### config.mk
export PLATFORM = sky130hd
export DESIGN_NAME = serial_adder_ctrl
export DESIGN_NICKNAME = d
export VERILOG_FILES = /design/src/rtl/sadd_pkg.sv /design/src/rtl/fa_cell.sv /design/src/rtl/half_adder.sv /design/src/rtl/serial_adder_ctrl.sv
export SDC_FILE = /design/constraint.sdc
export NUM_CORES = 1
export LEC_CHECK = 0
export ABC_CLOCK_PERIOD_IN_PS = 1400
export CORE_MARGIN = 2
export CORE_UTILIZATION = 55
export CTS_CLUSTER_SIZE = 16
export DETAILED_ROUTE_END_ITERATION = 16
export DONT_BUFFER_PORTS = 1
export HOLD_SLACK_MARGIN = 0.08
export PLACE_DENSITY = 0.73
export SYNTH_ARGS = -nofsm -noshare
export SYNTH_HDL_FRONTEND = slang
export SYNTH_HIERARCHICAL = 1
export SYNTH_SLANG_ARGS = --single-unit
export TNS_END_PERCENT = 50
### constraint.sdc
create_clock -name clk -period 1.4 [get_ports clk]
set_input_delay 0.42 -clock clk [delete_from_list [all_inputs] [get_ports clk]]
set_output_delay 0.42 -clock clk [all_outputs]
set_load 0.01 [all_outputs]
### src/rtl/sadd_pkg.sv
// Shared definitions for the bit-serial adder: FSM state encoding and width limit.
package sadd_pkg;

    localparam int unsigned WIDTH_MAX = 32;

    typedef enum logic [1:0] {
        S_IDLE = 2'd0,
        S_RUN  = 2'd1,
        S_DONE = 2'd2
    } state_t;

endpackage

### src/rtl/fa_cell.sv
// Combinational full adder built from two half adders plus an OR of their carries.
module fa_cell (
    input  logic a,
    input  logic b,
    input  logic cin,
    output logic s,
    output logic cout
);

    logic s0;
    logic c0;
    logic c1;

    half_adder u_ha0 (
        .a (a),
        .b (b),
        .s (s0),
        .c (c0)
    );

    half_adder u_ha1 (
        .a (s0),
        .b (cin),
        .s (s),
        .c (c1)
    );

    assign cout = c0 | c1;

endmodule

### src/rtl/half_adder.sv
// Single-bit half adder: sum is a XOR b, carry is a AND b.
module half_adder (
    input  logic a,
    input  logic b,
    output logic s,
    output logic c
);

    assign s = a ^ b;
    assign c = a & b;

endmodule

### src/rtl/serial_adder_ctrl.sv
// Bit-serial adder sequencer: one shared full-adder cell walks the operands LSB first,
// with a carry flip-flop between bits and a start/busy/done handshake.
module serial_adder_ctrl
    import sadd_pkg::*;
#(
    parameter int unsigned WIDTH = 8
) (
    input  logic             clk,
    input  logic             rst,
    input  logic             start,
    input  logic [WIDTH-1:0] a_in,
    input  logic [WIDTH-1:0] b_in,
    output logic             busy,
    output logic             done,
    output logic [WIDTH-1:0] sum,
    output logic             cout
);

    localparam int unsigned CW = $clog2(WIDTH + 1);

    if (WIDTH < 1 || WIDTH > WIDTH_MAX) begin : g_width_check
        $error("serial_adder_ctrl: WIDTH out of range");
    end

    state_t           state_q;
    state_t           state_d;
    logic [CW-1:0]    cnt_q;
    logic [WIDTH-1:0] a_sr_q;
    logic [WIDTH-1:0] b_sr_q;
    logic [WIDTH-1:0] res_q;
    logic [WIDTH-1:0] sum_q;
    logic             carry_q;
    logic             cout_q;

    logic             fa_s;
    logic             fa_c;
    logic [WIDTH-1:0] res_shift;
    logic             last_bit;

    fa_cell u_fa (
        .a    (a_sr_q[0]),
        .b    (b_sr_q[0]),
        .cin  (carry_q),
        .s    (fa_s),
        .cout (fa_c)
    );

    // New sum bit enters at the MSB so the LSB lands at bit 0 after WIDTH shifts.
    assign res_shift = (res_q >> 1) | (WIDTH'(fa_s) << (WIDTH - 1));
    assign last_bit  = (cnt_q == CW'(WIDTH - 1));

    always_ff @(posedge clk or posedge rst) begin
        if (rst) begin
            state_q <= S_IDLE;
        end else begin
            state_q <= state_d;
        end
    end

    always_comb begin
        state_d = state_q;
        case (state_q)
            S_IDLE: if (start) state_d = S_RUN;
            S_RUN:  if (last_bit) state_d = S_DONE;
            S_DONE: state_d = S_IDLE;
            default: state_d = S_IDLE;
        endcase
    end

    always_comb begin
        busy = 1'b0;
        done = 1'b0;
        case (state_q)
            S_RUN:  busy = 1'b1;
            S_DONE: begin
                busy = 1'b1;
                done = 1'b1;
            end
            default: ;
        endcase
    end

    always_ff @(posedge clk or posedge rst) begin
        if (rst) begin
            cnt_q   <= '0;
            a_sr_q  <= '0;
            b_sr_q  <= '0;
            res_q   <= '0;
            sum_q   <= '0;
            carry_q <= 1'b0;
            cout_q  <= 1'b0;
        end else begin
            case (state_q)
                S_IDLE: begin
                    if (start) begin
                        a_sr_q  <= a_in;
                        b_sr_q  <= b_in;
                        carry_q <= 1'b0;
                        cnt_q   <= '0;
                    end
                end
                S_RUN: begin
                    a_sr_q  <= a_sr_q >> 1;
                    b_sr_q  <= b_sr_q >> 1;
                    carry_q <= fa_c;
                    res_q   <= res_shift;
                    cnt_q   <= cnt_q + CW'(1);
                    // Outputs only ever see the complete result.
                    if (last_bit) begin
                        sum_q  <= res_shift;
                        cout_q <= fa_c;
                    end
                end
                default: ;
            endcase
        end
    end

    assign sum  = sum_q;
    assign cout = cout_q;

endmodule

# Yosys cells after proc, flatten, opt, wreduce, memory -nomap -nowiden
# Cells that the tools add are included.
[word_totals]
register_bits = 40
output_inout_bits = 11
in_bits = 19
elab_cells = 39
[classes]
eq_ne = 5
add_sub_neg = 1
reduce_logical = 6
bitwise = 6
muxes = 13
[ops]
columns = ["op", "count"]
rows = [
  ["$pmux W8 S2", 2],
  ["$mux W8", 2],
  ["$or A7 B8 Y8", 1],
  ["$pmux W4 S2", 1],
  ["$reduce_and A2 Y1", 3],
  ["$add A4 B1 Y4 const B", 1],
  ["$eq A4 B3 Y1 const B", 1],
  ["$mux W2", 2],
  ["$mux W4", 1],
  ["$ne A2 B2 Y1 const B", 2],
  ["$pmux W2 S2", 1],
  ["$mux W1", 3],
  ["$and A1 B1 Y1", 2],
  ["$eq A2 B1 Y1 const B", 1],
  ["$eq A2 B2 Y1 const B", 1],
  ["$logic_not A2 Y1", 1],
  ["$pmux W1 S2", 1],
  ["$reduce_bool A2 Y1", 1],
  ["$reduce_or A2 Y1", 1],
  ["$xor A1 B1 Y1", 2],
  ["$or A1 B1 Y1", 1],
]

# Depth between registers and ports, before layout
# Gate-level depths: netlist of run 1.
[logic_depth]
word_depth = 4
depth_mapped = 7
depth_no_buf = 5

# Modules after synthesis
# The synthesis of run 1 kept the hierarchy.
[by_module_without_submodules]
columns = ["module", "seq_area_each_um2", "instances", "cells_per_inst", "area_per_inst_um2"]
rows = [
  ["serial_adder_ctrl", 975.9, 1, 141, 1737.9],
  ["half_adder", 0.0, 2, 1, 12.5],
  ["fa_cell", 0.0, 1, 1, 6.3],
]

# Worst setup path after synthesis of run 1
# Ideal clock, no wire load.
[synth_path]
path_kind = "register to register"
startpoint = "reg state_q[1]"
endpoint = "reg cout_q, in the netlist cout"
synth_period_minus_slack_ns = 1.481
setup_ns = 0.125
path_stages_with_launch = 7
path_slack_ns = -0.081
arrival_ns = 1.356
required_ns = 1.275
path_buffers = 1
cell_sequence = "dfrtp_1 inv_1 ha_1 inv_2 or2_1 buf_6 mux2_4"
[synth_between]
elab_chain_len = 2
[synth_rtl]
columns = ["element", "line_no", "source"]
rows = [
  ["start: declaration", "serial_adder_ctrl.sv:25", "state_t state_q;"],
  ["start signal: assignment", "serial_adder_ctrl.sv:56", "state_q <= state_d;"],
  ["$eq A2 B1 Y1", "serial_adder_ctrl.sv:93", "case (state_q)"],
  ["$reduce_and A2 Y1 (no source line)", "-", ""],
  ["end signal: assignment", "serial_adder_ctrl.sv:91", "cout_q <= 1'b0;"],
  ["end signal: assignment", "serial_adder_ctrl.sv:111", "cout_q <= fa_c;"],
  ["end: declaration", "serial_adder_ctrl.sv:33", "logic cout_q;"],
]
# No other way between the ends.
# A chain may end at the register's enable or synchronous reset.

# Worst setup path after layout of run 1
[layout_path]
startpoint = "reg state_q[0]"
endpoint = "reg a_sr_q[7]"
[layout_between]
elab_chain_len = 3
word_cells_on_any_way = 6
classes_between = "eq/ne (2); mux (1); reduce/logical (3)"
[layout_rtl]
columns = ["element", "line_no", "source"]
rows = [
  ["$eq A2 B1 Y1 / $logic_not A2 Y1 (equally long branches)", "serial_adder_ctrl.sv:93", ""],
  ["$reduce_bool A2 Y1 (no source line) / $ne A2 B2 Y1 (equally long branches)", "-", ""],
  ["$reduce_and A2 Y1 (no source line)", "-", ""],
  ["end signal: assignment", "serial_adder_ctrl.sv:96", "a_sr_q <= a_in;"],
  ["end signal: assignment", "serial_adder_ctrl.sv:103", "a_sr_q <= a_sr_q >> 1;"],
  ["end: declaration", "serial_adder_ctrl.sv:28", "logic [WIDTH-1:0] a_sr_q;"],
]
# Parallel ways exist; a longest one is shown, timed or not.

==> results.yml, run 1 <==
run_status:
  status: "finished with violations"
  violations: "negative setup slack"
sta:
  fmax_mhz: 635
  fin_worst_skew_ps: 14.6
  final-hold-violation-count: 0
  slew_viol_final: 0
  fin_ws_ps: -175
  rsz0062_at_grt: "yes"
  finalCritPeriodShare: 1.12
  worst_pin_slew_ps: 488
  slew-limit-headroom: 0.675
  fin_crit_ps: 1570
  setup_violations: 34
placed_design:
  io_buffers: 0
  place_area_sq_um: 1960
  dp_hpwl_microns: 2180
  dp_slack_ps: -89.9
  dp_cells: 196
  place_congestion: 0.716
clock_tree:
  clockRootBuffer: "clkbuf_4"
  numCtsBuffers: 5
  cts_max_level: 2
  cts_sinks: 39
  cts_tree: "yes"
  cts_max_path_buffers: 2
  clock_latency_ps: 350
  clkSlewWorstSetupHoldPaths_ps: 120
critical_path:
  crit_arrival_ps: 1840
  r2r_cells: 9
  crit_end: "a_sr_q[7]$_DFFE_PP0P_"
  cp.required_ps: 1670
  end_kind: "flop"
  cp-start-kind: "flop"
  r2r-end: "a_sr_q[7]$_DFFE_PP0P_"
  worstSetupStartpoint: "state_q[0]$_DFFE_PP0P_"
  rr_startpoint: "state_q[0]$_DFFE_PP0P_"
  critPathKind: "reg2reg"
  reg2reg_slack_ps: -170
  critPathMaxFanout: 5
synthesis:
  async_flop_share: 1.00
  synthTopCellsByArea: "dfrtp_1 55%, mux2i_1 8.5%, mux2_4 7.6%"
  synth_edf_count: 0
  synth_cell_types: 25
  synth_cells: 144
  synth_top_area_share: 0.552
  synth_top_area_cell: "dfrtp_1"
  mappedNetlistArea_sq_um: 1770
  syn-num-nets: 169
  yosysMostFrequentCell: "dfrtp_1"
  yosysSeqAreaShare: 0.552
  ys_ff_latch: 39
  syn_area_per_cell_sq_um: 12.3
  synth_flop_cell: "dfrtp_1"
  synthTopCellsByCount: "39 x dfrtp_1, 21 x nand2_1, 17 x o21ai_1"
  yosysWarnings: 6
min_path:
  hold_path.class: "in2reg"
power:
  ir_drop_mv: 1.37
  p_leak_nw: 1.18
  power.density_nw_per_um2: 2440
  finalPower_w: 0.00603
floorplan:
  io_pins: 30
  row_count: 20
  core_area_sq_um: 3050
  die_x_microns: 60.7
  initial_core_util: 0.580
  die_h_microns: 60.7
  die_area_sq_um: 3690
final_layout:
  final_nets: 202
  diodes: 0
  final_area_sq_um: 2470
  drive_gt1_frac: 0.551
  finalNonFillerCells: 222
  area_growth_pct: 39.8
routing:
  drc_errors: 0
  vias_per_cell: 5.59
  dr.pass1.iters: 4
  ant_nets: 0
  finalWirelength_microns: 4100
  vias: 1242
  detail_route.wl_per_cell_microns: 18.5
  drt_iter0_markers: 43
global_route:
  grt.overflow.total: 0
  grt_usage: 0.223
  grt_pass1_vias: 1216
  grt_max_degree: 40
  grt_first_pass_wirelength_microns: 5780
  antenna_found_initial: 0
run:
  drv_cap: 0
-- sequential cells by signal, indices dropped and copies added, names as in the netlist --
register / cells
cnt_q: 4
cout: 1
b_sr_q: 8
a_sr_q: 8
res_q: 7
carry_q: 1
sum: 8
state_q: 2
-- worst min-delay path by stage --
stage,slack [ps],end,start,depth (start not counted)
floorplan,460,a_sr_q[1]$_DFFE_PP0P_,a_sr_q[1]$_DFFE_PP0P_,2
global placement,450,sum[0]$_DFFE_PP0P_,rst,2
detailed placement,460,sum[0]$_DFFE_PP0P_,rst,2
CTS,180,b_sr_q[7]$_DFFE_PP0P_,b_in[7],2
global route,190,b_sr_q[7]$_DFFE_PP0P_,b_in[7],2
finish,200,b_sr_q[7]$_DFFE_PP0P_,b_in[7],2
-- layout by cell type, fill, tap and decap left out, types with 2 or more instances in the layout --
cell,synthesis,routed
a22oi_2,0,2
a32o_1,2,2
buf_12,0,3
buf_16,0,3
buf_4,1,16
buf_6,1,6
buf_8,0,2
clkbuf_16,0,2
clkbuf_4,0,5
dfrtp_1,39,39
ha_2,0,2
ha_4,0,3
inv_2,1,3
mux2_2,7,7
mux2_4,9,9
mux2i_1,15,13
nand2_1,21,8
nand2_2,0,9
nand2_4,0,4
nand2b_1,2,2
nand3b_1,2,2
o21ai_1,17,5
o21ai_2,0,12
or2_4,0,2
-- through the flow --
stage / util / hold WS (ps) / TNS [ps]
finish: 0.810 / 195 / -3540
global route: 0.810 / 193 / -5320
CTS: 0.760 / 183 / -3220
detailed placement: 0.643 / 456 / -1330
global placement: 0.643 / 448 / -411
floorplan: - / 455 / -279
-- kinds of logic after synthesis --
group | after synthesis | synth area share
flops | 39 | 0.552
simple gates | 32 | 0.0842
mux | 31 | 0.206
compound gates | 24 | 0.0806
buf+inv | 12 | 0.0354
fa+ha+maj | 6 | 0.0424
-- where the power goes --
group | internal (W) | total (W) | switching, W
clock | 0.000422 | 0.000795 | 0.000373
combinational | 0.00187 | 0.00323 | 0.00136
sequential | 0.00162 | 0.00200 | 0.000385
-- routing by layer --
layer  part of all wire  global-route usage  up-vias
li1                   -                   -      575
met1               0.42               0.290      625
met2               0.51               0.343       32
met3              0.044              0.0746       10
met4              0.022              0.0994        0
met5                  0                   0        -
-- final cells by class --
class / count / area, sq um
inverters: 4 / 15.0
fillers: 172 / 579
well taps: 44 / 55.1
multi-input cells: 94 / 921
flip-flops and latches: 39 / 976
repair buffers: 33 / 420
clock inverters: 2 / 35.0
clock buffers: 6 / 51.3
-- timing repair --
action	in CTS	in global routing
pin swaps	7	15
resized for setup	24	30
gates cloned	4	2
setup endpoints to repair	33	41
endpoints found under the hold margin	31	0
setup buffers	11	2
hold buffers	1	0
-- critical path, stage by stage (launching register included) --
cell and delay [ps]:
dfrtp_1 420, buf_6 130, ha_4 160, buf_6 120, mux2i_4 160, buf_6 140
buf_12 110, buf_12 120, nand2_2 50, o21ai_1 80
No activity file was read; power rests on OpenSTA's default activity.
==> run 2, diff against run 1 <==
--- a/config.mk
+++ b/config.mk
@@ -11,6 +11,7 @@
 export CTS_CLUSTER_SIZE = 16
 export DETAILED_ROUTE_END_ITERATION = 16
 export DONT_BUFFER_PORTS = 1
+export GPL_TIMING_DRIVEN = 0
 export HOLD_SLACK_MARGIN = 0.08
 export PLACE_DENSITY = 0.73
 export SYNTH_ARGS = -nofsm -noshare
==> results.yml, run 2 (synthesized netlist as in run 1, its figures left out) <==
final_layout:
  area_growth_pct: 21.4
  mostFrequentLayoutCell: "dfrtp_1"
  most-common-layout-cells: "39 x dfrtp_1, 21 x nand2_1, 17 x o21ai_1, 15 x mux2i_1, 13 x buf_4"
  drive_gt1_frac: 0.345
  post-route-util: 0.704
  diodes: 0
  final_nets: 192
  final_area_sq_um: 2150
routing:
  vias: 1176
  ant_nets: 0
  drc_errors: 0
  detail_route.wl_per_cell_microns: 15.8
  drt_iter0_markers: 39
  vias_per_cell: 5.55
  finalWirelength_microns: 3340
  dr.pass1.iters: 4
sta:
  setup_violations: 29
  rsz0062_at_grt: "yes"
  final-hold-violation-count: 0
  fin_crit_ps: 1510
  fin_worst_hold_slack_ps: 105
  fmax_mhz: 662
  slew_viol_final: 0
  finalCritPeriodShare: 1.08
  worst_pin_slew_ps: 818
  slew-limit-headroom: 0.454
  fin_worst_skew_ps: 16.6
  fin_ws_ps: -111
critical_path:
  cp.required_ps: 1640
  end_kind: "flop"
  max_stage_delay_ps: 410
  slowest_stage: "dfrtp_1"
  critPathMaxFanout: 5
  crit_family: "flip-flops"
  critPathKind: "reg2reg"
  path_buf_inv: 3
  crit_chain: "inv_2, ha_4, inv_4, or2_4, buf_6, mux2_4"
  cp-start-kind: "flop"
  crit_arrival_ps: 1750
clock_tree:
  clkSlewWorstSetupHoldPaths_ps: 110
  cts_max_level: 2
  clockRootBuffer: "clkbuf_4"
  cts_sinks: 39
  cts_tree: "yes"
  clock_latency_ps: 360
  numCtsBuffers: 5
  cts_max_path_buffers: 2
floorplan:
  io_pins: 30
  die_x_microns: 60.7
  die_h_microns: 60.7
  core_area_sq_um: 3050
  die_area_sq_um: 3690
  initial_core_util: 0.580
  row_count: 20
power:
  pwr-share-comb: 0.437
  p_sw_w: 0.00169
  ir_drop_mv: 1.19
  clockPowerShare: 0.163
  power.density_nw_per_um2: 2280
  swShare: 0.344
  p_leak_nw: 1.03
  cell_internal_pwr_w: 0.00321
  pwr-share-seq: 0.400
placed_design:
  io_buffers: 0
  place_area_sq_um: 1880
  place_congestion: 0.748
  dp_hpwl_microns: 2210
global_route:
  grt_max_degree: 21
  antenna_found_initial: 0
  grt_first_pass_wirelength_microns: 5420
  grt_usage: 0.207
  grt.overflow.total: 0
  grt_pass1_vias: 1169
run_status:
  status: "finished with violations"
  violations: "negative setup slack"
min_path:
  hold_path.class: "in2async"
run:
  drv_cap: 0
## run 2: cell count changes in the layout (fill, tap and decap cells not counted), moves of 3 or more
cell,delta
buf_4,-3
nand2_1,+13
nand2_2,-9
nand2_4,-4
o21ai_1,+12
o21ai_2,-12
## run 2: cell type report
cell class              count  area, sq um
fillers                   221          905
plain buffers               8         86.3
flip-flops and latches     39          976
clock buffers               6         51.3
inverters                   4         17.5
multi-input cells          93          776
well taps                  44         55.1
clock inverters             2         35.0
repair buffers             16          151
## run 2: path summary, 6_finish.rpt
check | end | slack, ps | from | cells past startpoint
worst max-delay path | sum[7]$_DFFE_PP0P_ | -110 | state_q[1]$_DFFE_PP0P_ | 6
worst min register to register | b_sr_q[5]$_DFFE_PP0P_ | 500 | b_sr_q[5]$_DFFE_PP0P_ | 2
min in group clk | a_sr_q[7]$_DFFE_PP0P_ | 180 | a_in[7] | 2
max in group asynchronous | b_sr_q[7]$_DFFE_PP0P_ | 720 | rst | 2
worst max register to register | sum[7]$_DFFE_PP0P_ | -110 | state_q[1]$_DFFE_PP0P_ | 6
worst min-delay path | res_q[1]$_DFFE_PP0P_ | 110 | rst | 1
## run 2: metal layers
| layer | global-route usage | part of all wire | wire, microns |
|---|---|---|---|
| met2 | 0.306 | 0.47 | 1590 |
| met4 | 0.0994 | 0.017 | 56 |
| met1 | 0.277 | 0.46 | 1550 |
| met5 | 0 | 0 | 0 |
| met3 | 0.0704 | 0.043 | 144 |
## run 2: timing repair
item / 4_1_cts / 5_1_grt
setup buffers: 9 / 3
pin swaps: 5 / 2
setup endpoints to repair: 32 / 32
gates cloned: 3 / 0
gates resized for setup: 19 / 1
hold buffers: 0 / 0
## run 2: per-stage QoR
step	total power [W]	instances	TNS, ps	setup WS [ps]
2_1_floorplan	0.00329	144	-279	-31.0
3_3_place_gp	0.00355	188	-12740	-253
3_5_place_dp	0.00368	189	-3880	-182
4_1_cts	0.00483	209	-1430	-114
5_1_grt	0.00522	212	-3880	-158
6_report	0.00490	212	-1290	-111
## run 2: power groups by stage
| stage | combinational [W] | clock (W) | sequential (W) |
|---|---|---|---|
| 2_1_floorplan | 0.00139 | 0 | 0.00191 |
| 3_3_place_gp | 0.00159 | 0 | 0.00196 |
| 3_5_place_dp | 0.00169 | 0 | 0.00199 |
| 4_1_cts | 0.00206 | 0.000820 | 0.00195 |
| 5_1_grt | 0.00234 | 0.000858 | 0.00202 |
| 6_report | 0.00214 | 0.000799 | 0.00196 |
==> run 3, diff against run 2 <==
--- a/config.mk
+++ b/config.mk
@@ -14,6 +14,7 @@
 export GPL_TIMING_DRIVEN = 0
 export HOLD_SLACK_MARGIN = 0.08
 export PLACE_DENSITY = 0.73
+export RECOVER_POWER = 50
 export SYNTH_ARGS = -nofsm -noshare
 export SYNTH_HDL_FRONTEND = slang
 export SYNTH_HIERARCHICAL = 1
==> results.yml, run 3 (synthesized netlist as in run 1, its figures left out) <==
floorplan:
  core_area_sq_um: 3050
  io_pins: 30
  die_x_microns: 60.7
  die_h_microns: 60.7
  die_area_sq_um: 3690
  initial_core_util: 0.580
  row_count: 20
global_route:
  grt_max_degree: 21
  grt_pass1_vias: 1169
  grt_first_pass_wirelength_microns: 5420
  grt.overflow.total: 0
  antenna_found_initial: 0
  grt_usage: 0.207
sta:
  setup_violations: 29
  fin_crit_ps: 1510
  fmax_mhz: 662
  final-hold-violation-count: 0
  fin_worst_hold_slack_ps: 57.2
  fin_worst_skew_ps: 17.6
  worst_pin_slew_ps: 716
  fin_ws_ps: -111
  finalCritPeriodShare: 1.08
  slew_viol_final: 0
  slew-limit-headroom: 0.522
  rsz0062_at_grt: "yes"
critical_path:
  crit_arrival_ps: 1750
  slowest_stage: "dfrtp_1"
  cp.required_ps: 1640
  cp-start-kind: "flop"
  critPathKind: "reg2reg"
  r2r_cells: 6
  reg2reg_slack_ps: -110
  max_stage_delay_ps: 410
  end_kind: "flop"
  rr_startpoint: "state_q[1]$_DFFE_PP0P_"
  critPathMaxFanout: 5
  r2r-end: "sum[7]$_DFFE_PP0P_"
  crit_chain: "inv_2, ha_4, inv_4, or2_4, buf_6, mux2_4"
routing:
  drt_iter0_markers: 42
  finalWirelength_microns: 3350
  drc_errors: 0
  vias_per_cell: 5.55
  vias: 1176
  ant_nets: 0
  dr.pass1.iters: 4
  detail_route.wl_per_cell_microns: 15.8
power:
  finalPower_w: 0.00490
  ir_drop_mv: 1.19
  power.density_nw_per_um2: 2300
  p_leak_nw: 1.03
placed_design:
  io_buffers: 0
  dp_hpwl_microns: 2210
  dp_cells: 189
  place_congestion: 0.748
clock_tree:
  clock_latency_ps: 360
  cts_tree: "yes"
  cts_max_level: 2
  cts_sinks: 39
  hold_buffers: 0
  clkSlewWorstSetupHoldPaths_ps: 120
  clockRootBuffer: "clkbuf_4"
  cts_max_path_buffers: 2
  numCtsBuffers: 5
final_layout:
  final_nets: 192
  diodes: 0
  most-common-layout-cells: "39 x dfrtp_1, 21 x nand2_1, 17 x o21ai_1, 15 x mux2i_1, 13 x buf_4"
  mostFrequentLayoutCell: "dfrtp_1"
  drive_gt1_frac: 0.345
  post-route-util: 0.696
  area_growth_pct: 20.2
  nFillCells: 224
  finalNonFillerCells: 212
run_status:
  violations: "negative setup slack"
  status: "finished with violations"
min_path:
  hold_path.class: "in2async"
run:
  drv_cap: 0
-- run 3: cell count changes in the layout (fill, tap and decap cells not counted) --
cell	previous run	this run
buf_16	1	0
clkbuf_2	1	2
-- run 3: per-stage QoR --
step | setup TNS (ps) | cell area, sq um | setup WS [ps]
2_1_floorplan | -279 | 1790 | -31.0
3_3_place_gp | -12740 | 1850 | -253
3_5_place_dp | -3880 | 1880 | -182
4_1_cts | -1430 | 2110 | -114
5_1_grt | -3880 | 2130 | -158
6_report | -1300 | 2130 | -111
-- run 3: power breakdown --
group,internal (W),switching [W]
Combinational,0.00117,0.000962
Clock,0.000422,0.000379
Sequential,0.00161,0.000349
-- run 3: timing repair --
action,CTS,global route
hold endpoints to repair,0,0
buffers inserted,9,3
cloned,3,0
pin swaps,5,2
setup endpoints to repair,32,32
resized for setup,19,1
-- run 3: final cells by class --
| class | count | area, sq um | area share |
|---|---|---|---|
| buffer | 8 | 86.3 | 0.0406 |
| clock buffer | 6 | 51.3 | 0.0241 |
| clock inverter | 2 | 35.0 | 0.0165 |
| inverter | 4 | 17.5 | 0.00824 |
| multi-input combinational | 93 | 776 | 0.365 |
| sequential | 39 | 976 | 0.459 |
| tap | 44 | 55.1 | 0.0259 |
| timing repair buffer | 16 | 129 | 0.0606 |
-- run 3: routing by layer --
| layer | wire (microns) | vias to the layer above | part of all wire | GRT usage |
|---|---|---|---|---|
| met3 | 144 | 6 | 0.043 | 0.0704 |
| met2 | 1610 | 25 | 0.48 | 0.306 |
| met1 | 1540 | 596 | 0.46 | 0.277 |
| li1 | - | 549 | - | - |
| met4 | 56 | 0 | 0.017 | 0.0994 |
| met5 | 0 | - | 0 | 0 |
-- run 3: how the worst max path moves through the flow --
stage	start	end	slack, ps	cells after the start
2_1_floorplan	cnt_q[0]$_DFFE_PP0P_	cout$_DFFE_PP0P_	-30	5
3_3_place_gp	rst	b_sr_q[6]$_DFFE_PP0P_	-250	1
3_5_place_dp	state_q[1]$_DFFE_PP0P_	a_sr_q[1]$_DFFE_PP0P_	-180	6
4_1_cts	state_q[1]$_DFFE_PP0P_	busy	-110	2
5_1_grt	state_q[0]$_DFFE_PP0P_	a_sr_q[7]$_DFFE_PP0P_	-160	7
6_report	state_q[1]$_DFFE_PP0P_	sum[7]$_DFFE_PP0P_	-110	6
-- run 3: worst max-delay path, delay by kind of cell, from the launching register on --
family                   cells  cell delay, ps
buffers and inverters        3             280
AND/OR/NAND/NOR              1             230
flip-flops                   1             410
adder cells (fa/ha/maj)      1             180
multiplexers                 1             300
